`src/rtl/btn_pulse_gen.sv`:
```
// rtl/btn_pulse_gen.sv - push-button conditioner: debounced level, press/release strobes, hold-to-repeat
module btn_pulse_gen #(
  parameter int TICK_DIV   = 100000,
  parameter int DB_TICKS   = 10,
  parameter int HOLD_TICKS = 500,
  parameter int RPT_TICKS  = 100
) (
  input  logic clk,
  input  logic rst,
  input  logic btn_in,
  input  logic rpt_en,
  output logic level,
  output logic pulse,
  output logic rel_pulse
);

  localparam int PW = $clog2(TICK_DIV);
  localparam int DW = (DB_TICKS > 1) ? $clog2(DB_TICKS) : 1;
  localparam int HW = $clog2(HOLD_TICKS + 1);
  localparam int RW = $clog2(RPT_TICKS + 1);

  localparam logic [PW-1:0] PRE_MAX   = PW'(TICK_DIV - 1);
  localparam logic [DW-1:0] DB_MAX    = DW'(DB_TICKS - 1);
  localparam logic [HW-1:0] HOLD_MAX  = HW'(HOLD_TICKS);
  localparam logic [HW-1:0] HOLD_LAST = HW'(HOLD_TICKS - 1);
  localparam logic [RW-1:0] RPT_LAST  = RW'(RPT_TICKS - 1);

  typedef enum logic [1:0] {IDLE, DB_PRESS, PRESSED, DB_REL} state_t;

  state_t          state_q, state_d;
  logic            sync1_q, sync2_q;
  logic [PW-1:0]   pre_q;
  logic [DW-1:0]   db_cnt_q, db_cnt_d;
  logic [HW-1:0]   hold_cnt_q, hold_cnt_d;
  logic [RW-1:0]   rpt_cnt_q, rpt_cnt_d;
  logic            level_q, level_d;
  logic            pulse_q, pulse_d;
  logic            rel_q, rel_d;
  logic            s;
  logic            tick;

  assign s    = sync2_q;
  assign tick = (pre_q == PRE_MAX);

  always_ff @(posedge clk) begin
    if (rst) begin
      state_q    <= IDLE;
      sync1_q    <= 1'b0;
      sync2_q    <= 1'b0;
      pre_q      <= '0;
      db_cnt_q   <= '0;
      hold_cnt_q <= '0;
      rpt_cnt_q  <= '0;
      level_q    <= 1'b0;
      pulse_q    <= 1'b0;
      rel_q      <= 1'b0;
    end else begin
      state_q    <= state_d;
      sync1_q    <= btn_in;
      sync2_q    <= sync1_q;
      pre_q      <= tick ? '0 : pre_q + 1'b1;
      db_cnt_q   <= db_cnt_d;
      hold_cnt_q <= hold_cnt_d;
      rpt_cnt_q  <= rpt_cnt_d;
      level_q    <= level_d;
      pulse_q    <= pulse_d;
      rel_q      <= rel_d;
    end
  end

  always_comb begin
    state_d    = state_q;
    db_cnt_d   = db_cnt_q;
    hold_cnt_d = hold_cnt_q;
    rpt_cnt_d  = rpt_cnt_q;
    level_d    = level_q;
    pulse_d    = 1'b0;
    rel_d      = 1'b0;
    case (state_q)
      IDLE: begin
        level_d = 1'b0;
        if (s) begin
          state_d  = DB_PRESS;
          db_cnt_d = '0;
        end
      end
      DB_PRESS: begin
        if (!s) begin
          state_d = IDLE;
        end else if (tick) begin
          if (db_cnt_q == DB_MAX) begin
            state_d    = PRESSED;
            level_d    = 1'b1;
            pulse_d    = 1'b1;
            hold_cnt_d = '0;
            rpt_cnt_d  = '0;
          end else begin
            db_cnt_d = db_cnt_q + 1'b1;
          end
        end
      end
      PRESSED: begin
        if (!s) begin
          state_d  = DB_REL;
          db_cnt_d = '0;
        end else if (!rpt_en) begin
          hold_cnt_d = '0;
          rpt_cnt_d  = '0;
        end else if (tick) begin
          // hold_cnt saturates at HOLD_MAX; only then does the repeat period run
          if (hold_cnt_q != HOLD_MAX) begin
            hold_cnt_d = hold_cnt_q + 1'b1;
            pulse_d    = (hold_cnt_q == HOLD_LAST);
          end else if (rpt_cnt_q == RPT_LAST) begin
            rpt_cnt_d = '0;
            pulse_d   = 1'b1;
          end else begin
            rpt_cnt_d = rpt_cnt_q + 1'b1;
          end
        end
      end
      DB_REL: begin
        if (s) begin
          state_d = PRESSED;
        end else if (tick) begin
          if (db_cnt_q == DB_MAX) begin
            state_d = IDLE;
            level_d = 1'b0;
            rel_d   = 1'b1;
          end else begin
            db_cnt_d = db_cnt_q + 1'b1;
          end
        end
      end
      default: state_d = IDLE;
    endcase
  end

  assign level     = level_q;
  assign pulse     = pulse_q;
  assign rel_pulse = rel_q;

endmodule

```
`config.mk`:
```
export PLATFORM = sky130hd
export DESIGN_NAME = btn_pulse_gen
export DESIGN_NICKNAME = d
export VERILOG_FILES = /design/src/rtl/btn_pulse_gen.sv
export SDC_FILE = /design/constraint.sdc
export NUM_CORES = 1
export LEC_CHECK = 0
export ABC_CLOCK_PERIOD_IN_PS = 2300
export CAP_MARGIN = 20
export CORE_ASPECT_RATIO = 1.25
export CORE_MARGIN = 2
export CORE_UTILIZATION = 61
export CTS_BUF_LIST = sky130_fd_sc_hd__clkbuf_4 sky130_fd_sc_hd__clkbuf_8
export CTS_CLUSTER_DIAMETER = 50
export CTS_CLUSTER_SIZE = 40
export DETAILED_ROUTE_END_ITERATION = 8
export GPL_TIMING_DRIVEN = 0
export PLACE_DENSITY_LB_ADDON = 0.15
export SLEW_MARGIN = 25
export SYNTH_ARGS = -nofsm -noshare
export SYNTH_HDL_FRONTEND = slang
export SYNTH_SLANG_ARGS = --single-unit
export TNS_END_PERCENT = 10
```
`constraint.sdc`:
```
create_clock -name clk -period 2.3 [get_ports clk]
set_input_delay 0.23 -clock clk [delete_from_list [all_inputs] [get_ports clk]]
set_output_delay 0.23 -clock clk [all_outputs]
set_load 0.01 [all_outputs]
```
Word-level counts from Yosys, hierarchy flattened. Cells that the tools add are included.

$add $sub $neg: 4. $mul: 0. Div/mod/pow operators: 0. $lt $le $gt $ge: 0. Equal/unequal tests: 24. Shift-type cells: 0. Mux-type cells: 49. Bitwise gates (word level): 1. Reduce and logical (&&, ||, !) cells: 10.

Operators with widths (count): two-way mux 9 bit (7); two-way mux 7 bit (8); two-way mux 4 bit (6); != test 3 bit, second input constant (7); AND reduction 7 bit (3); != test 2 bit, second input constant (9); case mux 9 bit (2 select lines) (1); adder 17 x 1 -> 17 bit, second input constant (1); equality test 17 bit, second input constant (1); two-way mux 2 bit (8); case mux 4 bit (4 select lines) (1); two-way mux 1 bit (14); case mux 7 bit (2 select lines) (1); adder 9 x 1 -> 9 bit, second input constant (1); equality test 9 bit, second input constant (1); != test 9 bit, second input constant (1); case mux 2 bit (4 select lines) (1); adder 7 x 1 -> 7 bit, second input constant (1); equality test 7 bit, second input constant (1); AND reduction 6 bit (1); adder 4 x 1 -> 4 bit, second input constant (1); equality test 2 bit, second input constant (2); equality test 4 bit, second input constant (1); AND reduction 4 bit (1); other kinds (9) (9).

Bits in registers: 44. Latch bits: 0. RAM bits: 0. Bits in read-only memories: 0. Input port bits: 4. Output and inout bits: 3. Logic and storage cells: 98. Memories: 0.

Depth between registers and ports, before layout.
Depth in word-level cells: 7. Depth in mapped cells: 9. Mapped depth without buffers: 7.

Least setup slack after synthesis. Ideal clock, no wire load.

Path kind: flip-flop to flip-flop. From: register pre_q[0]. To: register rpt_cnt_q[5]. Setup time: 0.129 ns. Arrival time: 1.897 ns. Data required time: 2.171 ns. Path slack: 0.274 ns. Cell stages (with the launch flop): 9. Buffers on the path: 2. Period minus slack after synthesis: 2.026 ns. Cell sequence: dfxtp_1 > ha_1 > and3_1 > nand4_2 > o31a_1 > buf_6 > clkbuf_1 > o211ai_1 > o211ai_1.

Cells in the longest elaborated chain, start to end: 3. Elaborated cells between the ends (all ways): 4. Those cells by class: 3 x eq/ne; 1 x reduce/logical.

Ends and longest elaborated chain: start, declared (RTL line 32) `logic [PW-1:0] pre_q;`; start signal, assigned (RTL line 61) `pre_q <= tick ? '0 : pre_q + 1'b1;`; equality test 17 bit (*) (RTL line 43) `assign tick = (pre_q == PRE_MAX);`; != test 3 bit (no line) or != test 2 bit (tied branches); AND reduction 7 bit (no line) (*); end signal, assigned (RTL line 64) `rpt_cnt_q <= rpt_cnt_d;`; end, declared (RTL line 35) `logic [RW-1:0] rpt_cnt_q, rpt_cnt_d;`.

Mark *: on every way between the ends. The rest lies on a longest branch, timed or not. A chain may end at the register's enable or synchronous reset.

Final worst setup path.
From: register state_q[0]. To: register hold_cnt_q[3].

Cells in the longest elaborated chain, start to end: 3. Elaborated cells between the ends (all ways): 11. Those cells by class: 8 x eq/ne; 1 x mux; 2 x reduce/logical.

Ends and longest elaborated chain: start, declared (RTL line 30) `state_t state_q, state_d;`; start signal, assigned (RTL line 58) `state_q <= state_d;`; equality test 2 bit or equality test 2 x 1 -> 1 bit (tied branches) (RTL line 79) `case (state_q)`; != test 3 bit (no line), or another cell as far along; AND reduction 7 bit (no line); end signal, assigned (RTL line 63) `hold_cnt_q <= hold_cnt_d;`; end, declared (RTL line 34) `logic [HW-1:0] hold_cnt_q, hold_cnt_d;`.

Several ways; a longest one is shown, not always the timed one.

==> impl_metrics.tcl <==
set metrics [dict create \
    io_pins 7 \
    critical_path_class "flop to flop" \
    gp_routability_congestion 0.888 \
    p_leak_nw 0.951 \
    drive_above_1_share 0.113 \
    fin_crit_ns 2.21 \
    cts_htree_levels 2 \
    clk_pin_slew_worst_paths_ns 0.09 \
    diodes 0 \
    dr_total_vias 2236 \
    grt_pass1_vias 2022 \
    yosysTopAreaCellShare 0.358 \
    grt_pass1_wl_mm 8.83 \
    post-route-util 0.716 \
    hold_viol_final 0 \
    critPathMaxFanout 9 \
    critPathLaunchType "flop" \
    clockBufferDepth 2 \
    fmax_mhz 452 \
    clock_skew_ns 0.00950 \
    dr.pass1.iters 4 \
    seq_area_frac_synth 0.358 \
    syn_inst 294 \
    status "complete, no violations" \
    yosysMostFrequentCell "dfxtp_1" \
    hold_class "primary input to flop" \
    synth_top_area_cell "dfxtp_1" \
    area_delta_synth_final_pct 11.0 \
    fin_crit_sh 0.961 \
    grt_max_degree 14 \
    synth.top_cells.by_count "dfxtp_1, nor2_1, nand2_1" \
    cp_slowest_stage_delay_ns 0.52 \
    io_buffers 5 \
    fin_nets 323 \
    cp_cell_sequence "inv_2 > ha_1 > buf_2 > o211ai_1 > o31a_1 > buf_4 > or4_1 > a21oi_1" \
    synth_edf_count 0 \
    worst_ep_arrival_time_ns 2.45 \
    place_inst 353 \
    cts_tree "yes" \
    row_count 25 \
    fill_cells 315 \
    crit_slowest_cell "or4_1" \
    total_power_mw 1.41 \
    synth.avg_cell_area_um2 8.38 \
    numCtsBuffers 5 \
    critPathCaptureType "flop" \
    synth_flop_cell "dfxtp_1" \
    whs_ns 0.321 \
    synth_cell_types 49 \
    pre_cts_slack_ns -0.114 \
    syn_nets 309 \
    core-area_um2 3820 \
    clk_latency_ns 0.30 \
    dieArea_um2 4570 \
    die_y_um 75.1 \
    drv_slew 0 \
    setup_viol_count_final 0 \
    hold_depth 2 \
    cts_root_buf "clkbuf_8" \
    finalNonFillerCells 363 \
    synthArstFlopShare 0 \
    clock_sinks 44 \
    grt_usage 0.257 \
    ys_top_cells_by_area "dfxtp_1, ha_1, nor2_1, nand2_1, xor2_1" \
    rsz0062_at_grt "no" \
    cp.required_ns 2.54 \
    holdBufCountCts 0 \
    drc_errors 0 \
    power_density_nw_per_um2 515 \
    ys.warnings.count 0 \
    die_w_um 60.8 \
    maxCapViolCount 0 \
    worst-r2r-cell-count 8 \
    postRouteAntennaNets 0 \
    vdd_drop_max_mv 0.403 \
    antenna_found_initial 0 \
    gr-total-overflow 0 \
    start_util 0.646 \
    tightest_slew_ns 0.559 \
    wire_per_inst_um 15.0 \
    layout_setup_ws_ns 0.0890 \
    ys_seq_elements 44 \
    relSlewSlack 0.627 \
    syn-cell-area_um2 2460 \
    drtIter0Drc 183 \
    viasPerCell 6.16 \
    place_hpwl_mm 3.86 \
    totalWireLength_mm 5.45 \
]
## metrics by stage
stage / area, µm² / TNS [ns]
2_1_floorplan: 2460 / 0
5_1_grt: 2730 / 0
3_3_place_gp: 2580 / -0.894
6_report: 2730 / 0
4_1_cts: 2700 / 0
3_5_place_dp: 2580 / -1.55
## flip-flops by register name (all words and copies together) (netlist names), named ones only
| signal | count |
|---|---|
| db_cnt_q | 4 |
| hold_cnt_q | 9 |
| level | 1 |
| pre_q | 17 |
| pulse | 1 |
| rel_pulse | 1 |
| rpt_cnt_q | 7 |
| s | 1 |
| state_q | 1 |
| sync1_q | 1 |
## placed cells by master (no fill, tap or decap), types with 5 or more instances in the layout
| cell type | instances |
|---|---|
| o21ai_0 | 9 |
| a21oi_1 | 16 |
| and3_1 | 6 |
| ha_1 | 10 |
| xor2_1 | 10 |
| nor2_1 | 29 |
| clkdlybuf4s50_1 | 5 |
| or4_1 | 8 |
| dfxtp_1 | 40 |
| nand3_1 | 11 |
| nor3_1 | 9 |
| nand2_1 | 25 |
| and2_1 | 5 |
| o211ai_1 | 6 |
| inv_1 | 7 |
| a41oi_1 | 6 |
| xnor2_1 | 6 |
| or3_1 | 5 |
| nand4_1 | 12 |
| clkbuf_8 | 6 |
## routing by layer
metal  share of wire  track usage  vias to the layer above
met5               0            0                        -
met1            0.44        0.296                     1077
met2            0.51        0.466                       41
met4           0.018       0.0942                        0
li1                -            -                     1109
met3           0.034       0.0464                        9
## power breakdown
group / switching [mW] / internal, mW / total [mW] / leakage, nW
logic: 0.0752 / 0.0431 / 0.118 / 0.543
clock network: 0.262 / 0.240 / 0.502 / 0.0510
registers: 0.0130 / 0.774 / 0.787 / 0.357
## path summary, 6_finish.rpt
| check | slack (ns) | startpoint | endpoint |
|---|---|---|---|
| worst min register to register | 0.46 | sync1_q$_SDFF_PP0_ | s$_SDFF_PP0_ |
| worst max register to register | 0.09 | state_q[0]$_SDFFE_PP0P_ | hold_cnt_q[3]$_SDFFE_PP0P_ |
| worst min-delay path | 0.32 | rst | s$_SDFF_PP0_ |
| worst max-delay path | 0.09 | state_q[0]$_SDFFE_PP0P_ | hold_cnt_q[3]$_SDFFE_PP0P_ |
## critical path: cells and delay by family (launching register included)
family,cells,cell delay (ns)
AO/OA/AOI/OAI,3,0.66
AND/OR/NAND/NOR,1,0.52
adder cells (fa/ha/maj),1,0.14
flip-flops,1,0.35
buffers and inverters,3,0.48
## area by class of cell
| cell class | count | area [µm²] | area share |
|---|---|---|---|
| Multi-Input combinational cell | 229 | 1520 | 0.557 |
| Sequential cell | 44 | 886 | 0.324 |
| Inverter | 8 | 30.0 | 0.0110 |
| Clock buffer | 6 | 82.6 | 0.0302 |
| Timing Repair Buffer | 8 | 72.6 | 0.0265 |
| Tap cell | 54 | 67.6 | 0.0247 |
| Buffer | 12 | 63.8 | 0.0233 |
| Clock inverter | 2 | 10.0 | 0.00366 |
## cells by family (layout without fill, tap and decap cells)
kind of cell	count (synthesis)	in the layout	synth area share
simple gates	140	140	0.319
xor+xnor	16	16	0.0569
buf+inv	21	36	0.0376
fa+ha+maj	11	11	0.0559
flops	44	44	0.358
mux	4	4	0.0163
compound gates	58	58	0.157
## timing repair
action | in CTS | in global routing
gates resized for setup | 5 | 13
gates cloned | 0 | 0
endpoints found under the setup margin | 23 | 24
setup buffers | 2 | 1
pin swaps | 1 | 3
Note: power is estimated with default switching activity, not from simulation.
